**src/rtl/dp_sequencer_pkg.sv**
```systemverilog
// Shared definitions for the data_path micro-sequencer: microword layout,
// FSM state encoding and ALU opcode constants.
package dp_sequencer_pkg;

    localparam logic [3:0] OP_NOP  = 4'd0;
    localparam logic [3:0] OP_ADD  = 4'd1;
    localparam logic [3:0] OP_SUB  = 4'd2;
    localparam logic [3:0] OP_AND  = 4'd3;
    localparam logic [3:0] OP_OR   = 4'd4;
    localparam logic [3:0] OP_XOR  = 4'd5;
    localparam logic [3:0] OP_PASS = 4'd6;

    // Field order fixes the bit positions: last is bit 15, wait_dp is bit 0.
    typedef struct packed {
        logic       last;
        logic [3:0] opcode;
        logic [2:0] dest;
        logic [2:0] src1;
        logic [2:0] src2;
        logic       wr;
        logic       wait_dp;
    } uword_t;

    typedef enum logic [2:0] {
        S_IDLE,
        S_FETCH,
        S_ISSUE,
        S_WAIT,
        S_FINISH
    } state_t;

    function automatic uword_t mkword(input logic last, input logic [3:0] op,
                                      input logic [2:0] d, input logic [2:0] s1,
                                      input logic [2:0] s2, input logic wr,
                                      input logic wt);
        uword_t w;
        w.last    = last;
        w.opcode  = op;
        w.dest    = d;
        w.src1    = s1;
        w.src2    = s2;
        w.wr      = wr;
        w.wait_dp = wt;
        return w;
    endfunction

endpackage

```
**src/rtl/dp_ucode_rom.sv**
```systemverilog
// Combinational micro-op ROM and routine entry table for dp_sequencer.
module dp_ucode_rom
    import dp_sequencer_pkg::*;
#(
    parameter int PC_W = 4
) (
    input  logic [PC_W-1:0] pc,
    input  logic [2:0]      c,
    output uword_t          uword,
    output logic [PC_W-1:0] entry
);

    // Unlisted locations hold an all-zero NOP without a last bit.
    always_comb begin
        uword = '0;
        case (int'(pc))
            0:  uword = mkword(1'b0, OP_ADD,  3'd3, 3'd1, 3'd2, 1'b1, 1'b0);
            1:  uword = mkword(1'b1, OP_SUB,  3'd4, 3'd3, 3'd1, 1'b1, 1'b0);
            2:  uword = mkword(1'b0, OP_AND,  3'd5, 3'd1, 3'd2, 1'b1, 1'b1);
            3:  uword = mkword(1'b1, OP_OR,   3'd6, 3'd5, 3'd4, 1'b1, 1'b0);
            4:  uword = mkword(1'b1, OP_PASS, 3'd0, 3'd7, 3'd0, 1'b0, 1'b1);
            13: uword = mkword(1'b0, OP_XOR,  3'd1, 3'd2, 3'd3, 1'b1, 1'b0);
            14: uword = mkword(1'b0, OP_ADD,  3'd2, 3'd1, 3'd1, 1'b1, 1'b0);
            15: uword = mkword(1'b0, OP_SUB,  3'd7, 3'd7, 3'd6, 1'b1, 1'b0);
            default: uword = '0;
        endcase
    end

    always_comb begin
        entry = PC_W'(0);
        case (c)
            3'd1:    entry = PC_W'(2);
            3'd2:    entry = PC_W'(13);
            3'd3:    entry = PC_W'(4);
            default: entry = PC_W'(0);
        endcase
    end

endmodule

```
**src/rtl/dp_sequencer.sv**
```systemverilog
// Multi-cycle micro-sequencer: launches a ROM routine on start and issues its
// micro-ops one at a time to the register-file/ALU data_path.
module dp_sequencer
    import dp_sequencer_pkg::*;
#(
    parameter int UC_DEPTH = 16,
    parameter int WAIT_MAX = 15
) (
    input  logic       clk,
    input  logic       rst,
    input  logic       start,
    input  logic [2:0] c,
    input  logic       dp_done,
    output logic [2:0] src1,
    output logic [2:0] src2,
    output logic [2:0] dest,
    output logic [3:0] opcode,
    output logic       WR,
    output logic       busy,
    output logic       done,
    output logic       err
);

    localparam int PC_W   = $clog2(UC_DEPTH);
    localparam int WCNT_W = $clog2(WAIT_MAX + 1);
    localparam logic [PC_W-1:0]   PC_LAST   = PC_W'(UC_DEPTH - 1);
    localparam logic [WCNT_W-1:0] WCNT_LAST = WCNT_W'(WAIT_MAX);

    state_t            state;
    logic [PC_W-1:0]   pc;
    uword_t            uir;
    logic [WCNT_W-1:0] wcnt;
    uword_t            rom_word;
    logic [PC_W-1:0]   entry_pc;

    dp_ucode_rom #(.PC_W(PC_W)) u_rom (
        .pc    (pc),
        .c     (c),
        .uword (rom_word),
        .entry (entry_pc)
    );

    assign src1   = uir.src1;
    assign src2   = uir.src2;
    assign dest   = uir.dest;
    assign opcode = uir.opcode;

    // WR, busy and done are registered alongside the state so each reflects the state being entered.
    always_ff @(posedge clk) begin
        if (!rst) begin
            state <= S_IDLE;
            pc    <= '0;
            uir   <= '0;
            wcnt  <= '0;
            err   <= 1'b0;
            WR    <= 1'b0;
            busy  <= 1'b0;
            done  <= 1'b0;
        end else begin
            WR   <= 1'b0;
            done <= 1'b0;
            case (state)
                S_IDLE: begin
                    if (start) begin
                        pc    <= entry_pc;
                        err   <= 1'b0;
                        busy  <= 1'b1;
                        state <= S_FETCH;
                    end
                end
                S_FETCH: begin
                    uir   <= rom_word;
                    WR    <= rom_word.wr;
                    state <= S_ISSUE;
                end
                S_ISSUE: begin
                    if (uir.wait_dp) begin
                        wcnt  <= '0;
                        state <= S_WAIT;
                    end else if (uir.last) begin
                        done  <= 1'b1;
                        state <= S_FINISH;
                    end else if (pc == PC_LAST) begin
                        err   <= 1'b1;
                        done  <= 1'b1;
                        state <= S_FINISH;
                    end else begin
                        pc    <= pc + 1'b1;
                        state <= S_FETCH;
                    end
                end
                S_WAIT: begin
                    if (dp_done) begin
                        if (uir.last) begin
                            done  <= 1'b1;
                            state <= S_FINISH;
                        end else if (pc == PC_LAST) begin
                            err   <= 1'b1;
                            done  <= 1'b1;
                            state <= S_FINISH;
                        end else begin
                            pc    <= pc + 1'b1;
                            state <= S_FETCH;
                        end
                    end else if (wcnt == WCNT_LAST) begin
                        err   <= 1'b1;
                        done  <= 1'b1;
                        state <= S_FINISH;
                    end else begin
                        wcnt <= wcnt + 1'b1;
                    end
                end
                S_FINISH: begin
                    busy  <= 1'b0;
                    state <= S_IDLE;
                end
                default: begin
                    busy  <= 1'b0;
                    state <= S_IDLE;
                end
            endcase
        end
    end

endmodule

```
**config.mk**
```make
export PLATFORM = sky130hd
export DESIGN_NAME = dp_sequencer
export DESIGN_NICKNAME = d
export VERILOG_FILES = /design/src/rtl/dp_sequencer_pkg.sv /design/src/rtl/dp_ucode_rom.sv /design/src/rtl/dp_sequencer.sv
export SDC_FILE = /design/constraint.sdc
export NUM_CORES = 1
export LEC_CHECK = 0
export BUFFER_PORTS_ARGS = -buffer_cell sky130_fd_sc_hd__buf_4
export CORE_MARGIN = 2
export CORE_UTILIZATION = 40
export DETAILED_ROUTE_END_ITERATION = 8
export HOLD_SLACK_MARGIN = 0.02
export PLACE_DENSITY_LB_ADDON = 0.3
export REMOVE_ABC_BUFFERS = 1
export SYNTH_ARGS = -nofsm -noshare
export SYNTH_HDL_FRONTEND = slang
export SYNTH_SLANG_ARGS = --single-unit
```
**constraint.sdc**
```tcl
create_clock -name clk -period 3.2 [get_ports clk]
set_clock_uncertainty 0.1 [all_clocks]
set_input_delay 0.16 -clock clk [delete_from_list [all_inputs] [get_ports clk]]
set_output_delay 0.16 -clock clk [all_outputs]
set_load 0.005 [all_outputs]
```
* Word-level counts from Yosys, hierarchy flattened *
Memory sizes are Yosys's and may differ from the RTL's. A register that Yosys moved wholly into a read port is not among the register bits.
Index checks and enable logic that the tools add are counted.

operators by class
  add/subtract/negate cells = 2
  eq/ne operators = 15
  multiplexer cells = 35
  reduce and logical (&&, ||, !) cells = 10
  bitwise logic cells = 1

operators by type and width
  operator                                                          count
  4-bit two-way mux                                                 10
  4-bit case mux with 3 select lines                                2
  3-bit two-way mux                                                 6
  3-bit by 2-bit == test with 1-bit output (second input constant)  4
  1-bit two-way mux                                                 12
  2-bit != test (second input constant)                             6
  3-bit case mux with 4 select lines                                1
  4-bit AND reduction                                               3
  4-bit by 1-bit adder with 4-bit output (second input constant)    2
  4-bit == test (second input constant)                             2
  4-bit case mux with 2 select lines                                1
  3-bit by 1-bit == test with 1-bit output (second input constant)  2
  2-bit AND reduction                                               3
  1-bit case mux with 2 select lines                                2
  3-bit zero test                                                   1
  3-bit != test (second input constant)                             1
  1-bit case mux with 3 select lines                                1
  3-bit nonzero test                                                1
  3-bit OR reduction                                                1
  2-bit nonzero test                                                1
  1-bit inverter                                                    1

storage, ports and cells
  output and inout bits = 17
  bits in registers = 30
  memories kept = 1
  logic and storage cells = 77
  input bits = 7
  memory bits (read-only) = 240

memory list
  name              words  bits a word  rd ports  clocked after Yosys merged registers in  wr ports  line                RTL
  (name not given)  16     15           1         1                                        0         dp_ucode_rom.sv:16  case (int'(pc))

* Longest topological paths before layout *
Gate-level depths: netlist of run 1.

  word-level depth = 7
  depth in mapped cells = 12
  gate-level depth less buffers = 11

* Modules after synthesis *
From an unflattened synthesis of run 1, not the netlist that was laid out.

second synthesis, totals
  cells, all modules = 223
  area, all modules = 1788.0 um^2

modules (own cells, without submodules)
  module        times used  area an instance (um^2)  cells each  sequential area each (um^2)
  dp_sequencer  1           1445.1                   176         600.6
  dp_ucode_rom  1           342.8                    47          0.0

* Worst setup path after synthesis of run 1 *
Ideal clock, no wire load.

  path kind = register to register
  start = reg state[1]
  end = reg u_rom.uword[7] (netlist name)
  arrival time = 2299 ps
  required time = 2983 ps
  path buffers = 2
  setup time = 117 ps
  setup slack = 685 ps
  period minus slack after synthesis = 2515 ps
  cell stages (with the launch flop) = 13
  cells stage by stage = dfxtp_1 > buf_6 > nor2b_1 > buf_2 > o21ai_2 > o21ai_0 > o21bai_1 > nor2b_1 > inv_1 > ha_1 > o21a_1 > a22o_1 > a22o_1

between the ends
  longest elaborated chain between the ends = 5
  elaborated cells between the ends (all ways) = 11
  those cells by class = 5 x eq/ne; 3 x mux; 3 x reduce/logical

ends and longest elaborated chain
  what                                                                                line                RTL
  start, declared                                                                     dp_sequencer.sv:29  state_t state;
  start signal, assigned                                                              dp_sequencer.sv:51  state <= S_IDLE;
  start signal, assigned                                                              dp_sequencer.sv:68  state <= S_FETCH;
  start signal, assigned                                                              dp_sequencer.sv:74  state <= S_ISSUE;
  3-bit by 2-bit == test with 1-bit output / 3-bit zero test (equally long branches)  dp_sequencer.sv:62  case (state)
  2-bit != test (no source line) / 3-bit nonzero test (equally long branches)         n/a
  4-bit AND reduction (no source line)                                                n/a
  4-bit two-way mux (no source line) * (2 in a row)                                   n/a

Mark *: on every way between the ends. The rest lies on a longest branch, timed or not.
A chain may end at the register's enable or synchronous reset.

* Worst setup path after layout of run 1 *
  start = reg state[1]
  end = reg u_rom.uword[7] (netlist name)

between the ends
  longest elaborated chain between the ends = 5
  elaborated cells between the ends (all ways) = 11
  those cells by class = 5 x eq/ne; 3 x mux; 3 x reduce/logical

ends and longest elaborated chain
  what                                                                                line
  3-bit by 2-bit == test with 1-bit output / 3-bit zero test (equally long branches)  dp_sequencer.sv:62
  2-bit != test (no source line) / 3-bit nonzero test (equally long branches)         n/a
  4-bit AND reduction (no source line)                                                n/a
  4-bit two-way mux (no source line) * (2 in a row)                                   n/a

Marked as above.

==> qor.yml, run 1 <==
floorplanning:
  dieHeight_um: 75.5
  die-width_um: 75.5
  floorplan.initialDensity: 0.408
  dieArea_um2: 5690
  core_region_area_um2: 5010
  ios: 24
  std_cell_rows: 26
critical_path:
  crit_slowest_cell: "sky130_fd_sc_hd__dfxtp_1"
  worstPathCellList: "nor3b_1 -> nand2b_1 -> o21ai_0 -> o21bai_1 -> nor2b_1 -> inv_1 -> ha_1 -> o21a_1 -> a22o_1 -> a22o_1"
  critical-path-max-stage-delay_ns: 0.42
  top_family_by_delay_on_critical_path: "simple AND/OR/NAND/NOR gates"
  worst_ep_required_time_ns: 3.29
  critical_path_arrival_ns: 2.96
  crit_type: "reg2reg"
  cell_mode_on_critical_path: "sky130_fd_sc_hd__a22o_1"
  setup.worst_path.start_class: "flop"
  critical_path_peak_fanout: 11
  cp-end-kind: "flop"
  critical_path_buf_inv_count: 1
synth:
  synth_area_um2: 2040
  synth.avg_cell_area_um2: 8.62
  post_synth_inst_count: 237
  ys_dominant_reg_cell: "sky130_fd_sc_hd__dfxtp_1"
  ys_warn_count: 0
  share_of_the_yosys_chip_area_belonging_to_registers: 0.412
  yosysUniqueCellTypes: 47
  synth-seq-cells: 42
  synth_edf_count: 0
  synth_async_sr_flop_share: 0
final_layout:
  n_antenna_cell: 0
  final-instance-count-excl-fill: 315
  final.fill_count: 522
  drive_above_1_share: 0.159
  final_net_count: 258
  area_growth_pct: 10.6
route:
  totalWireLength_um: 3810
  detail_route.vias_per_cell: 4.94
  wl_per_cell_um: 12.1
  route.vias.total: 1555
  final_antenna_net_count: 0
  remaining_drc_errors: 0
  dr.first_iter.drc_count: 99
  dr.pass1.iters: 4
clock_tree:
  clk_path_buf_depth: 2
  clock_tree_from_tritoncts: "built"
  cts_setup_buffers: 0
  cts_buffers: 5
  path_clk_slew_ns: 0.08
  cts.sinks: 42
  cts.htree.levels: 2
  holdBufCountCts: 0
  ctsRootBufferMaster: "sky130_fd_sc_hd__clkbuf_8"
  cts.repair.resized: 0
  insertion_delay_ns: 0.29
placement:
  dp_hpwl_um: 2670
  port_buffers: 22
  place_inst: 307
  gp_congestion: 0.900
power:
  pwr_density_cell_nw_per_um2: 642
  power.leakage_nw: 0.897
  ir_drop_mv: 0.173
global_routing:
  gr-total-overflow: 0
  grt_usage: 0.149
  grt_antenna_before_repair: 0
  largest_net_degree_at_the_start_of_global_routing: 35
  wire_length_of_the_first_global_routing_pass_um: 6510
  grt_pass1_vias: 1445
status:
  status: "complete, no violations"
sta:
  worst_margin_pin_slew_ns: 0.753
  fmax_ghz: 0.348
  final_layout_setup_total_negative_slack_ns: 0
  period_needed_ns: 2.87
  setup_viol: 0
  grt_setup_unrepaired: "false"
  report.final.hold_viol_count: 0
  maxSlewHeadroom: 0.497
  finalMaxSlewViolations: 0
  post-route-period-util: 0.897
hold_path:
  min_path_type: "in2reg"
flow_run:
  cap_viol_max_count: 0
[synth_stat cells (all sizes together), types with 4 or more instances]
| cell | number | area share |
|---|---|---|
| nand2 | 40 | 0.074 |
| buf | 18 | 0.066 |
| nor3 | 4 | 0.0098 |
| nor2b | 5 | 0.015 |
| a21boi | 16 | 0.059 |
| o21ai | 8 | 0.021 |
| ha | 7 | 0.043 |
| inv | 10 | 0.018 |
| o22ai | 5 | 0.015 |
| a21oi | 7 | 0.019 |
| clkbuf | 5 | 0.0092 |
| nor2 | 18 | 0.036 |
| nand2b | 6 | 0.022 |
| dfxtp | 42 | 0.41 |
[layer usage]
layer  up-vias  share of wire  GRT usage
met5         -              0          0
li1        811              -          -
met2        21           0.45      0.223
met3         5          0.029     0.0317
met1       718           0.51      0.205
met4         0          0.017     0.0663
[state kept, by name (all words and copies together), names as in the netlist]
name         count
done             1
src2             2
src1             3
u_rom.uword     14
WR               1
pc               4
busy             1
state            3
opcode           3
dest             3
err              1
wcnt             4
uir              2
[where the power goes]
group	internal, mW	switching, mW	leakage [nW]	total (mW)
sequential	0.610	0.0500	0.344	0.660
combinational	0.161	0.216	0.501	0.377
clock	0.233	0.181	0.0514	0.414
total	1.00	0.448	0.897	1.45
[cells in the final DEF, fill, tap and decap left out, types with 3 or more instances in the layout]
| master | synthesis | final |
|---|---|---|
| sky130_fd_sc_hd__a211oi_1 | 3 | 3 |
| sky130_fd_sc_hd__a21boi_0 | 16 | 16 |
| sky130_fd_sc_hd__a21oi_1 | 6 | 6 |
| sky130_fd_sc_hd__a22o_1 | 3 | 3 |
| sky130_fd_sc_hd__buf_4 | 13 | 23 |
| sky130_fd_sc_hd__clkbuf_8 | 0 | 5 |
| sky130_fd_sc_hd__dfxtp_1 | 42 | 42 |
| sky130_fd_sc_hd__ha_1 | 7 | 7 |
| sky130_fd_sc_hd__inv_1 | 9 | 9 |
| sky130_fd_sc_hd__nand2_1 | 40 | 40 |
| sky130_fd_sc_hd__nand2b_1 | 5 | 5 |
| sky130_fd_sc_hd__nor2_1 | 16 | 16 |
| sky130_fd_sc_hd__nor2b_1 | 5 | 5 |
| sky130_fd_sc_hd__nor3_1 | 4 | 4 |
| sky130_fd_sc_hd__o21a_1 | 3 | 3 |
| sky130_fd_sc_hd__o21ai_0 | 7 | 7 |
| sky130_fd_sc_hd__o22ai_1 | 5 | 5 |
| sky130_fd_sc_hd__o2bb2ai_1 | 3 | 3 |
| sky130_fd_sc_hd__xor2_1 | 3 | 3 |
[tightest hold or removal path, cell delays in order]
cell and delay, ns:
sky130_fd_sc_hd__buf_4 0.08, sky130_fd_sc_hd__nor3_1 0.03, sky130_fd_sc_hd__nor3_1 0.13, sky130_fd_sc_hd__o21a_1 0.12
[metrics by stage]
step                      hold WS, ns  power, mW  worst slack (ns)   util  area [µm²]
after floorplan                 0.166      0.926             0.437      -        1890
after global placement          0.334       1.05             0.495  0.429        2150
after detailed placement        0.340       1.05             0.347  0.429        2150
after CTS                       0.161       1.47             0.328  0.451        2260
after global routing            0.183       1.55            0.0156  0.451        2260
final                           0.161       1.45             0.328  0.451        2260
[layout make-up]
type | count | area (µm²) | share of cell area
clock inverter | 2 | 37.5 | 0.0166
clock buffer | 6 | 72.6 | 0.0321
multi-input combinational | 162 | 1010 | 0.447
tap | 70 | 87.6 | 0.0388
timing repair buffer | 23 | 173 | 0.0765
sequential | 42 | 841 | 0.372
inverter | 10 | 37.5 | 0.0166
[cell families after synthesis]
family                   after synthesis  synth area share
multiplexers                           3            0.0153
buffers and inverters                 33            0.0937
XOR/XNOR                               3            0.0129
AO/OA/AOI/OAI                         60             0.211
other                                  1           0.00184
adder cells (fa/ha/maj)                7            0.0429
AND/OR/NAND/NOR                       88             0.210
flip-flops                            42             0.412
[worst paths after layout]
path	cells after the start	slack, ns	startpoint	end
max	10	0.33	state[1]	u_rom.uword[7]
min	4	0.16	start	state[0]
max reg2reg	10	0.33	state[1]	u_rom.uword[7]
min reg2reg	2	0.35	u_rom.uword[7]	src1[2]
Note: power is estimated with default switching activity, not from simulation.
==> run 2, diff against run 1 <==
--- a/config.mk
+++ b/config.mk
@@ -5,6 +5,7 @@
 export SDC_FILE = /design/constraint.sdc
 export NUM_CORES = 1
 export LEC_CHECK = 0
+export ABC_AREA = 1
 export BUFFER_PORTS_ARGS = -buffer_cell sky130_fd_sc_hd__buf_4
 export CORE_MARGIN = 2
 export CORE_UTILIZATION = 40
==> qor.yml, run 2 <==
status:
  status: "complete, no violations"
synth:
  synth.avg_cell_area_um2: 7.58
  netlist_top_cells_count: "sky130_fd_sc_hd__nand2_1, sky130_fd_sc_hd__dfxtp_1, sky130_fd_sc_hd__inv_1"
  ys_dominant_reg_cell: "sky130_fd_sc_hd__dfxtp_1"
  most_frequent_cell_after_synthesis: "sky130_fd_sc_hd__nand2_1"
  synth_async_sr_flop_share: 0
  synth_area_leaders: "sky130_fd_sc_hd__dfxtp_1, sky130_fd_sc_hd__nand2_1, sky130_fd_sc_hd__inv_1"
  share_of_the_yosys_chip_area_belonging_to_registers: 0.417
  yosysTopAreaCellShare: 0.417
  synth_edf_count: 0
  synth-seq-cells: 42
  synth_area_um2: 2020
  yosysUniqueCellTypes: 29
  post_synth_inst_count: 266
  yosysTopAreaCell: "sky130_fd_sc_hd__dfxtp_1"
  ys_warn_count: 0
clock_tree:
  clk_path_buf_depth: 2
  cts.sinks: 42
  insertion_delay_ns: 0.29
  cts_buffers: 5
  path_clk_slew_ns: 0.08
  cts.repair.resized: 0
  ctsRootBufferMaster: "sky130_fd_sc_hd__clkbuf_8"
  holdBufCountCts: 0
  clock_tree_from_tritoncts: "built"
  cts_setup_buffers: 0
  cts.htree.levels: 2
placement:
  place_inst: 338
  dp_hpwl_um: 2720
  place_worst_setup_slack_ns: 0.948
  gp_congestion: 0.920
  post_dp_cell_area_um2: 2150
  port_buffers: 22
route:
  route.vias.total: 1629
  detail_route.vias_per_cell: 4.72
  wl_per_cell_um: 11.1
  remaining_drc_errors: 0
  dr.pass1.iters: 4
  final_antenna_net_count: 0
  totalWireLength_um: 3810
  dr.first_iter.drc_count: 118
power:
  ir_drop_mv: 0.263
  power.leakage_nw: 1.06
  pwr_density_cell_nw_per_um2: 700
  post-layout-total-power_mw: 1.59
sta:
  worst_margin_pin_slew_ns: 0.944
  report.final.hold_viol_count: 0
  fmax_ghz: 0.439
  grt_setup_unrepaired: "false"
  period_needed_ns: 2.28
  fin_hold_ws_ns: 0.0879
  finalMaxSlewViolations: 0
  setup_viol: 0
  post-route-period-util: 0.711
  final.setup.worst_slack_ns: 0.924
  final_layout_setup_total_negative_slack_ns: 0
  maxSlewHeadroom: 0.369
floorplanning:
  dieArea_um2: 5630
  std_cell_rows: 25
  core_region_area_um2: 4790
  floorplan.initialDensity: 0.421
  die-width_um: 75.0
  ios: 24
  dieHeight_um: 75.0
final_layout:
  layout_common_cells: "sky130_fd_sc_hd__nand2_1, sky130_fd_sc_hd__dfxtp_1, sky130_fd_sc_hd__inv_1, sky130_fd_sc_hd__buf_4"
  area_growth_pct: 12.3
  layout.area.seq_um2: 841
  largest_reg_flops: 14
  finalInstanceArea_um2: 2270
  multiInputGateArea_um2: 917
  mostFrequentLayoutCell: "sky130_fd_sc_hd__nand2_1"
  drive_above_1_share: 0.180
  final_net_count: 292
  final.fill_count: 464
  final-instance-count-excl-fill: 345
  fin_util: 0.473
  n_antenna_cell: 0
global_routing:
  grt_usage: 0.152
  grt_pass1_vias: 1473
  wire_length_of_the_first_global_routing_pass_um: 6530
  largest_net_degree_at_the_start_of_global_routing: 29
  grt_antenna_before_repair: 0
  gr-total-overflow: 0
flow_run:
  cap_viol_max_count: 0
critical_path:
  cp-end-kind: "flop"
  critical_path_peak_fanout: 6
  setup.worst_path.start_class: "flop"
  critical_path_arrival_ns: 2.37
  worst_ep_required_time_ns: 3.29
  crit_type: "reg2reg"
hold_path:
  min_path_type: "in2reg"
-- run 2: critical path, cell delays in order (launching register included) --
cell and delay, ns:
sky130_fd_sc_hd__dfxtp_1 0.33, sky130_fd_sc_hd__ha_1 0.22, sky130_fd_sc_hd__nand3_1 0.11, sky130_fd_sc_hd__nand2_1 0.15, sky130_fd_sc_hd__inv_1 0.11, sky130_fd_sc_hd__nand3_1 0.07
sky130_fd_sc_hd__o31ai_1 0.09, sky130_fd_sc_hd__nand2_1 0.08, sky130_fd_sc_hd__nand2_1 0.08, sky130_fd_sc_hd__nand2_1 0.13, sky130_fd_sc_hd__ha_1 0.26, sky130_fd_sc_hd__inv_1 0.07
sky130_fd_sc_hd__nand4_1 0.17, sky130_fd_sc_hd__nand3_1 0.13, sky130_fd_sc_hd__nand2_1 0.06
-- run 2: power by group --
| part | internal [mW] | leakage, nW | total (mW) | switching [mW] |
|---|---|---|---|---|
| registers | 0.642 | 0.346 | 0.693 | 0.0506 |
| clock network | 0.250 | 0.0573 | 0.429 | 0.180 |
| logic | 0.176 | 0.658 | 0.463 | 0.287 |
| total | 1.07 | 1.06 | 1.59 | 0.517 |
-- run 2: layer usage --
metal / global-route usage / share of wire / vias to the layer above
li1: - / - / 870
met1: 0.196 / 0.49 / 718
met2: 0.242 / 0.45 / 33
met3: 0.0402 / 0.046 / 8
met4: 0.0615 / 0.017 / 0
met5: 0 / 0 / -
-- run 2: final cells by class --
cell class                 instances  area share
clock inverter                     1      0.0133
multi-input combinational        168       0.405
timing repair buffer              22      0.0729
inverter                          39      0.0646
sequential                        42       0.371
clock buffer                       6      0.0364
tap                               67      0.0370
-- run 2: worst paths after layout --
check | startpoint | endpoint | slack [ns] | depth (start not counted)
setup / recovery | pc[0] | u_rom.uword[6] | 0.92 | 14
setup reg to reg | pc[0] | u_rom.uword[6] | 0.92 | 14
hold / removal | start | busy | 0.09 | 3
hold reg to reg | dest[1] | dest[1] | 0.35 | 2
-- run 2: logic make-up (layout without fill, tap and decap cells) --
group,after synthesis,in the layout,synth area share
adders and majority gates,7,7,0.0434
and+or+nand+nor,106,106,0.261
buffers and inverters,56,68,0.128
DFF,42,42,0.417
AOI/OAI and AO/OA,54,54,0.148
other,1,1,0.00186
